$ cat src/rtl/serial_adder.sv
// Digit-serial adder: adds DIGIT bits per clock over WIDTH/DIGIT cycles, LSB slice first.
// Optional subtract mode (port sub) is enabled by defining SERIAL_ADDER_SUB_EN.
module serial_adder #(
    parameter int WIDTH = 8,
    parameter int DIGIT = 1
) (
    input  logic             clk,
    input  logic             rst_n,
    input  logic             start,
`ifdef SERIAL_ADDER_SUB_EN
    input  logic             sub,
`endif
    input  logic [WIDTH-1:0] a,
    input  logic [WIDTH-1:0] b,
    input  logic             ci,
    output logic             busy,
    output logic             done,
    output logic [WIDTH-1:0] sum,
    output logic             co,
    output logic             ovf
);

    localparam int NSLICE = WIDTH / DIGIT;
    localparam int CNT_W  = (NSLICE > 1) ? $clog2(NSLICE) : 1;
    localparam int IDX_W  = $clog2(WIDTH) + 1;
    localparam logic [CNT_W-1:0] LAST = CNT_W'(NSLICE - 1);

    typedef enum logic [1:0] {
        S_IDLE,
        S_RUN,
        S_DONE
    } state_t;

    state_t           state_q, state_d;
    logic [WIDTH-1:0] op_a_q, op_b_q, acc_q, acc_d;
    logic             carry_q;
    logic [CNT_W-1:0] cnt_q;
    logic [IDX_W-1:0] idx;
    logic [DIGIT-1:0] a_sl, b_sl;
    logic [DIGIT:0]   sl_sum;
    logic             msb_cin;
    logic [WIDTH-1:0] b_in;
    logic             c_in;
    logic             last;

    // NOTE: every output of a combinational block gets a default first so no latch is inferred.
    always_comb begin
        state_d = state_q;
        busy    = 1'b0;
        done    = 1'b0;
        case (state_q)
            S_IDLE: if (start) state_d = S_RUN;
            S_RUN: begin
                busy = 1'b1;
                if (last) state_d = S_DONE;
            end
            S_DONE: begin
                done    = 1'b1;
                state_d = start ? S_RUN : S_IDLE;
            end
            default: state_d = S_IDLE;
        endcase
    end

    // NOTE: sequential state uses non-blocking assignments so all registers update together.
    always_ff @(posedge clk or negedge rst_n) begin
        if (!rst_n) state_q <= S_IDLE;
        else        state_q <= state_d;
    end

    // Subtraction is folded in at latch time: store ~b and force the carry-in to 1.
`ifdef SERIAL_ADDER_SUB_EN
    assign b_in = sub ? ~b : b;
    assign c_in = sub ? 1'b1 : ci;
`else
    assign b_in = b;
    assign c_in = ci;
`endif

    assign last = (cnt_q == LAST);

    always_comb begin
        idx     = IDX_W'(cnt_q) * IDX_W'(DIGIT);
        a_sl    = op_a_q[idx +: DIGIT];
        b_sl    = op_b_q[idx +: DIGIT];
        sl_sum  = {1'b0, a_sl} + {1'b0, b_sl} + (DIGIT + 1)'(carry_q);
        // Carry into the slice MSB, recovered from its sum bit; on the last slice this is bit WIDTH-1.
        msb_cin = a_sl[DIGIT-1] ^ b_sl[DIGIT-1] ^ sl_sum[DIGIT-1];
        acc_d   = acc_q;
        acc_d[idx +: DIGIT] = sl_sum[DIGIT-1:0];
    end

    always_ff @(posedge clk or negedge rst_n) begin
        if (!rst_n) begin
            op_a_q  <= '0;
            op_b_q  <= '0;
            acc_q   <= '0;
            carry_q <= 1'b0;
            cnt_q   <= '0;
            sum     <= '0;
            co      <= 1'b0;
            ovf     <= 1'b0;
        end else if (state_q != S_RUN) begin
            if (start) begin
                op_a_q  <= a;
                op_b_q  <= b_in;
                carry_q <= c_in;
                cnt_q   <= '0;
            end
        end else begin
            carry_q <= sl_sum[DIGIT];
            acc_q   <= acc_d;
            cnt_q   <= cnt_q + 1'b1;
            if (last) begin
                sum <= acc_d;
                co  <= sl_sum[DIGIT];
                ovf <= msb_cin ^ sl_sum[DIGIT];
            end
        end
    end

endmodule

$ cat config.mk
export PLATFORM = sky130hd
export DESIGN_NAME = serial_adder
export DESIGN_NICKNAME = d
export VERILOG_FILES = /design/src/rtl/serial_adder.sv
export SDC_FILE = /design/constraint.sdc
export NUM_CORES = 1
export LEC_CHECK = 0
export CAP_MARGIN = 20
export CORE_MARGIN = 2
export CORE_UTILIZATION = 57
export DETAILED_ROUTE_END_ITERATION = 10
export GPL_TIMING_DRIVEN = 0
export HOLD_SLACK_MARGIN = 0.02
export PLACE_DENSITY_LB_ADDON = 0.12
export SLEW_MARGIN = 15
export SYNTH_ARGS = -nofsm -noshare
export SYNTH_HDL_FRONTEND = slang
export SYNTH_SLANG_ARGS = --single-unit
$ cat constraint.sdc
create_clock -name clk -period 6.3 [get_ports clk]
set_input_delay 0.63 -clock clk [delete_from_list [all_inputs] [get_ports clk]]
set_output_delay 0.63 -clock clk [all_outputs]
set_load 0.005 [all_outputs]
==> impl_results.rst, run 1 <==
.. list-table::
   :header-rows: 1

   * - Metric
     - Value
   * - Num rows
     - 21
   * - Mapped Area
     - slightly below 2000 um^2
   * - Flop and latch count out of synthesis
     - 40
   * - Number of antenna-violating nets in the routed design
     - 0
   * - Biggest area consumer among synthesized cells
     - sky130_fd_sc_hd__dfrtp_1
   * - Register area
     - ~1000 um^2
   * - Area inside the core boundary
     - between 3000 and 4000 um^2
   * - Floorplan die height
     - about 63 um
   * - Least setup slack across all paths after layout
     - 3070 ps
   * - Root buffer cell
     - sky130_fd_sc_hd__clkbuf_4
   * - Global-route wire length before repair
     - roughly 6500 um
   * - Req. time, crit path
     - between 6000 and 7000 ps
   * - Nets
     - about 230
   * - Most frequent CP cell
     - sky130_fd_sc_hd__nand2_1
   * - Post-Route Setup TNS
     - 0 ps
   * - Synth Instances
     - approximately 160
   * - Area share of xor/xnor cells in the synthesized design
     - 0.00897
   * - Simple-gate share of the synthesized area
     - 0.104
   * - H-tree depth reported by CTS
     - 2
   * - Die outline width
     - around 63 um
   * - Worst Clk Skew
     - 10.2 ps
   * - Critical path capture point type
     - register
   * - Placement-stage worst setup slack
     - roughly 3100 ps
   * - Post-route fraction of the period consumed by the critical path
     - 0.513
   * - Outcome
     - finished, final reports clean
   * - Post-Syn Nets
     - 188
   * - Die area
     - 3910 um^2
   * - Hold buffers post-CTS
     - 0
   * - Ranking of synthesized cells by instance count
     - sky130_fd_sc_hd__dfrtp_1 (40), sky130_fd_sc_hd__nand2_1 (27), sky130_fd_sc_hd__mux2_2 (25)
   * - Dominant synthesized flop cell
     - sky130_fd_sc_hd__dfrtp_1
   * - Fraction of final layout cells with drive strength greater than 1
     - 0.196
   * - Most repeated cell in the gate-level netlist after synthesis
     - sky130_fd_sc_hd__dfrtp_1
   * - Nature of the critical path startpoint
     - register
   * - Combinational family with the most area after synthesis
     - multiplexers
   * - TritonCTS clock tree
     - yes
   * - Number of antenna violations at the first check in global routing
     - 0
   * - Total wire length after detailed routing
     - around 3600 um
   * - Fraction of synthesized cell area taken by the top area cell type
     - 0.513
   * - Number of buffers between clock root and the deepest sink
     - 2
   * - Slew of the pin with the lowest slew margin
     - approximately 630 ps
   * - Clk_lat worst skew
     - roughly 360 ps
   * - Number of enable-type register cells in the synthesized netlist
     - 0
   * - Slew headroom
     - 0.577
   * - Sinks on the clock net
     - 40
   * - Leakage
     - between 1 and 1.5 nW
   * - Unrepaired setup endpoints after global routing
     - false
   * - Area taken by multi-input logic gates
     - slightly above 900 um^2
   * - Slew Viols, Final
     - 0
   * - Timing-limited maximum frequency
     - ~310 MHz
   * - Average wire length per cell after detail routing
     - approximately 15 um
   * - Post-CTS setup buffer count
     - 0
   * - Cells along the critical path
     - clkbuf_1 -> mux4_2 -> nand2_1 -> nand2_1 -> fa_1 -> nor4bb_1 -> mux2i_1 -> o21ai_0
   * - Sum of buffers and inverters on the critical path
     - 1
   * - DR iter-0 viols
     - 48
   * - Time the final worst path needs with I/O delays and setup
     - ~3200 ps
   * - Share of synthesized area occupied by flip-flops and latches
     - 0.513
   * - Cell with the largest stage delay on the worst path
     - sky130_fd_sc_hd__fa_1
   * - Overall via count from detail_route
     - ~1400
   * - Number of global-route vias before repair
     - roughly 1500
   * - Post-cts sizing count
     - 0
   * - Maximum net fanout on the critical path
     - 10
   * - Initial core utilization
     - 0.590
   * - Global router's overall resource usage
     - 0.211
   * - Yosys warning count
     - 0
   * - Layout overhead on the synthesized area
     - 23.9%
   * - Max-cap violations
     - 0
   * - Dpl hpwl
     - around 2800 um
   * - DR vias/cell
     - around 5.6
   * - Final setup fails
     - 0
   * - Buffers on Ports
     - 31
   * - DRC viols
     - 0
   * - Fill cell count
     - around 260
   * - Asr flop ratio synth
     - 1.00
   * - Fraction of synthesized area in multiplexers
     - 0.240
   * - Number of inserted diodes
     - 0
   * - Top-Level Pins
     - 32
   * - Synth top area cells
     - sky130_fd_sc_hd__dfrtp_1 (51%), sky130_fd_sc_hd__mux2_2 (14%), sky130_fd_sc_hd__nand2_1 (5.2%), sky130_fd_sc_hd__ha_1 (5.1%), sky130_fd_sc_hd__mux2i_1 (4.6%)
   * - Family with the most delay on the worst path
     - multiplexers
   * - Power Density
     - approximately 500 nW/um^2
   * - Cts bufs inserted
     - 5
   * - Largest voltage drop on the vdd net
     - around 0.00025 V
   * - Classification of the worst-slack hold path
     - input pin to async pin
   * - Worst Setup SP
     - cnt_q[0]
   * - Critical R2R Launch
     - cnt_q[0]
   * - Unique cell type count in the Yosys netlist
     - 27
   * - GRT Residual Overflow
     - 0
   * - Clk pin slew, worst setup/hold paths
     - between 100 and 150 ps
   * - Syn Area/Cell
     - around 12 um^2
   * - Maximum number of pins on one net before global-route repair
     - 27
   * - Final Hold Fails
     - 0
   * - Gp weighted congestion
     - roughly 0.84
   * - Compound-Gate Fraction of Synth Area
     - 0.0500
   * - Critical path type
     - register to register
   * - CP Data Arrival Time
     - around 3500 ps
   * - Adder-cell share of the synthesized area
     - 0.0615
   * - 1st-pass router iterations
     - 4
   * - Longest individual stage delay on the worst path
     - between 500 and 600 ps
[stage by stage]
stage	utilization	total power, W	cell area, um^2	std cells	hold WS (ps)
after detailed placement	0.707	0.00105	2340	237	474
after global routing	0.731	0.00131	2420	245	180
after floorplan	-	0.000869	1950	159	334
final	0.731	0.00121	2420	245	170
after CTS	0.731	0.00122	2420	245	175
after global placement	0.701	0.00102	2320	236	461
[cells in the final DEF, fill, tap and decap left out, types with 2 or more instances in the layout]
cell,n
sky130_fd_sc_hd__nand2_1,27
sky130_fd_sc_hd__nor3_1,2
sky130_fd_sc_hd__mux4_1,2
sky130_fd_sc_hd__dfrtp_1,40
sky130_fd_sc_hd__clkbuf_1,4
sky130_fd_sc_hd__clkdlybuf4s50_1,30
sky130_fd_sc_hd__o21ai_0,12
sky130_fd_sc_hd__mux2i_1,9
sky130_fd_sc_hd__mux2_2,25
sky130_fd_sc_hd__nor3b_1,3
sky130_fd_sc_hd__clkbuf_4,5
sky130_fd_sc_hd__mux4_2,2
sky130_fd_sc_hd__nand3_1,2
sky130_fd_sc_hd__o31ai_1,3
sky130_fd_sc_hd__inv_1,5
sky130_fd_sc_hd__nor2_1,2
sky130_fd_sc_hd__ha_1,8
sky130_fd_sc_hd__buf_2,3
sky130_fd_sc_hd__xnor2_1,2
[worst paths after layout]
kind	to	slack, ps	depth (start not counted)
worst max-delay path	sum[6]	3070	8
worst min register to register	sum[3]	490	2
max in group asynchronous	op_b_q[2]	5690	2
worst min-delay path	acc_q[5]	170	1
min in group clk	sum[3]	490	2
worst max register to register	sum[6]	3070	8
[where the power goes]
group | total, W | internal, W | switching [W]
clock | 0.000168 | 0.0000832 | 0.0000845
sequential | 0.000428 | 0.000360 | 0.0000674
combinational | 0.000616 | 0.000323 | 0.000293
total | 0.00121 | 0.000766 | 0.000445
[cell families after synthesis]
logic type               after synthesis
flip-flops                            40
buffers and inverters                 11
AO/OA/AOI/OAI                         17
XOR/XNOR                               2
multiplexers                          38
adder cells (fa/ha/maj)                9
AND/OR/NAND/NOR                       42
[state kept, by name (all words and copies together) (netlist names)]
signal,cells
op_a_q,8
op_b_q,8
ovf,1
cnt_q,3
co,1
carry_q,1
acc_q,8
state_q,2
sum,8
[metal layers]
metal / up-vias / share of wire / track usage
met4: 0 / 0.026 / 0.0944
met1: 675 / 0.42 / 0.249
met5: - / 0 / 0
li1: 639 / - / -
met3: 9 / 0.042 / 0.0414
met2: 40 / 0.52 / 0.372
[layout make-up]
| class | count | share of cell area |
|---|---|---|
| Timing Repair Buffer | 32 | 0.138 |
| Clock inverter | 2 | 0.0145 |
| Buffer | 5 | 0.00879 |
| Tap cell | 46 | 0.0238 |
| Clock buffer | 6 | 0.0171 |
| Sequential cell | 40 | 0.414 |
| Multi-Input combinational cell | 108 | 0.375 |
| Inverter | 6 | 0.00931 |
No activity file was read; power rests on OpenSTA's default activity.
==> run 2: changes to the inputs <==
- CORE_UTILIZATION: 57 -> 52
- clock period: 6.3 -> 3.2 ns (I/O delays scaled with it)
==> run 2 against run 1 <==
Combinational power rose by 98%. Global-route usage fell by 1.0 points. First-iteration DRC count rose by 75%. Sequential cell count did not move. Count of clock-buffer cells in the layout did not move. Critical path type unchanged. Largest power group unchanged. Largest cell class unchanged. Non-clock buffer count rose by 1. Sequential share of layout area fell by 0.13 points. Die area rose by 9.0%. Power rose by 96%. Clock skew fell by 7.5 ps.
==> impl_results.rst, run 2 (synthesis results as in run 1) <==
.. list-table::
   :header-rows: 1

   * - Metric
     - Value
   * - Total number of cells along the worst setup path
     - 8
   * - Post-route fraction of the period consumed by the critical path
     - 0.924
   * - Die area
     - between 4000 and 5000 um^2
   * - Number of antenna-violating nets in the routed design
     - 0
   * - Root buffer cell
     - sky130_fd_sc_hd__clkbuf_8
   * - Overall via count from detail_route
     - between 1000 and 1500
   * - Cell with the largest stage delay on the worst path
     - sky130_fd_sc_hd__fa_1
   * - Sinks on the clock net
     - 40
   * - Req. time, crit path
     - between 3000 and 4000 ps
   * - Slew headroom
     - 0.628
   * - Sum of buffers and inverters on the critical path
     - 1
   * - Time the final worst path needs with I/O delays and setup
     - between 2000 and 3000 ps
   * - Post-Route Setup TNS
     - 0 ps
   * - Final Hold Fails
     - 0
   * - Global-route wire length before repair
     - about 6400 um
   * - Maximum net fanout on the critical path
     - 10
   * - CP Data Arrival Time
     - around 3200 ps
   * - Clk_lat worst skew
     - 290 ps
   * - Post-CTS setup buffer count
     - 0
   * - Dpl hpwl
     - 2810 um
   * - Top library cells by usage in the layout, fill and taps aside
     - sky130_fd_sc_hd__dfrtp_1 (40), sky130_fd_sc_hd__clkdlybuf4s50_1 (30), sky130_fd_sc_hd__nand2_1 (27), sky130_fd_sc_hd__mux2_2 (25), sky130_fd_sc_hd__o21ai_0 (12)
   * - Critical path capture point type
     - register
   * - Cells along the critical path
     - clkbuf_2 -> mux4_2 -> nand2_1 -> nand2_1 -> fa_1 -> nor4bb_1 -> mux2i_1 -> o21ai_0
   * - Buffers on Ports
     - 31
   * - Nature of the critical path startpoint
     - register
   * - Number of inserted diodes
     - 0
   * - Largest voltage drop on the vdd net
     - 0.000426 V
   * - TritonCTS clock tree
     - yes
   * - Longest individual stage delay on the worst path
     - around 570 ps
   * - Floorplan die height
     - 65.3 um
   * - Unrepaired setup endpoints after global routing
     - false
   * - Layout overhead on the synthesized area
     - 24.3%
   * - 1st-pass router iterations
     - 4
   * - Critical path type
     - register to register
   * - Logic depth of the worst register-to-register path
     - 8
   * - DR iter-0 viols
     - 84
   * - Total wire length after detailed routing
     - 3640 um
   * - Max-cap violations
     - 0
   * - H-tree depth reported by CTS
     - 2
   * - Placement-stage worst setup slack
     - 69.6 ps
   * - Nets
     - 228
   * - Outcome
     - finished, final reports clean
   * - Area inside the core boundary
     - 3630 um^2
   * - Fraction of final layout cells with drive strength greater than 1
     - 0.196
   * - Slew Viols, Final
     - 0
   * - Num rows
     - 22
   * - Classification of the worst-slack hold path
     - input pin to async pin
   * - Die outline width
     - 65.3 um
   * - Commonest non-fill, non-tap cell in the layout
     - sky130_fd_sc_hd__dfrtp_1
   * - Power Density
     - about 980 nW/um^2
   * - Number of buffers between clock root and the deepest sink
     - 2
   * - Timing-limited maximum frequency
     - roughly 340 MHz
   * - Number of global-route vias before repair
     - around 1400
   * - Worst Clk Skew
     - ~2.7 ps
   * - DRC viols
     - 0
   * - Cts bufs inserted
     - 5
   * - Initial core utilization
     - 0.537
   * - GRT Residual Overflow
     - 0
   * - DR vias/cell
     - about 5.4
   * - Leakage
     - between 1 and 1.5 nW
   * - Slew of the pin with the lowest slew margin
     - around 550 ps
   * - Family with the most delay on the worst path
     - multiplexers
   * - Global router's overall resource usage
     - 0.201
   * - Gp weighted congestion
     - 0.850
   * - Final setup fails
     - 0
   * - Top-Level Pins
     - 32
   * - Average wire length per cell after detail routing
     - 14.7 um
   * - Least setup slack across all paths after layout
     - between 200 and 250 ps
   * - Maximum number of pins on one net before global-route repair
     - 27
   * - Clk pin slew, worst setup/hold paths
     - ~70 ps
   * - Most frequent CP cell
     - sky130_fd_sc_hd__nand2_1
   * - Number of antenna violations at the first check in global routing
     - 0
-- run 2: layer usage --
metal,wire length [um],GRT usage,vias to the layer above
met3,148,0.0479,7
li1,-,-,639
met1,1450,0.217,649
met4,68,0.0781,0
met5,0,0,-
met2,1970,0.376,31
-- run 2: power by group --
| group | total [W] | internal (W) | leakage, nW | switching (W) |
|---|---|---|---|---|
| clock | 0.000313 | 0.000148 | 0.0410 | 0.000165 |
| sequential | 0.000841 | 0.000711 | 0.501 | 0.000129 |
| combinational | 0.00122 | 0.000638 | 0.538 | 0.000578 |
-- run 2: per-stage QoR --
| stage | instance area [um^2] | power, W | cells | hold slack (ps) | util |
|---|---|---|---|---|---|
| final | 2430 | 0.00237 | 247 | 465 | 0.668 |
| after detailed placement | 2340 | 0.00207 | 239 | 251 | 0.643 |
| after floorplan | 1950 | 0.00171 | 159 | 24.4 | - |
| after global routing | 2430 | 0.00257 | 247 | 491 | 0.668 |
| after global placement | 2320 | 0.00200 | 238 | 463 | 0.639 |
| after CTS | 2420 | 0.00239 | 247 | 468 | 0.667 |
-- run 2: final timing paths --
path                        endpoint     start  slack, ps
setup / recovery              sum[6]  cnt_q[0]        240
min in group clk              sum[5]    sum[5]        480
setup reg to reg              sum[6]  cnt_q[0]        240
hold reg to reg               sum[5]    sum[5]        480
max in group asynchronous  op_b_q[0]     rst_n       2280
hold / removal                sum[1]     rst_n        470
-- run 2: cell type report --
cell class	instances	area (um^2)
plain buffers	5	22.5
clock buffers	6	72.6
fillers	305	1210
well taps	48	60.1
multi-input cells	108	907
inverters	6	22.5
clock inverters	1	5.00
repair buffers	33	335
flip-flops and latches	40	1000
-- run 2: timing repair --
| item | 4_1_cts | 5_1_grt |
|---|---|---|
| endpoints found under the hold margin | 14 | 0 |
| endpoints found under the setup margin | 0 | 4 |
| resized for setup | 0 | 2 |
| hold buffers | 1 | 0 |
==> run 3: changes to the inputs <==
- CTS_CLUSTER_SIZE: not set -> 16
==> results of run 3 <==
Final layout, timing and power as in run 2 (identical DEF).
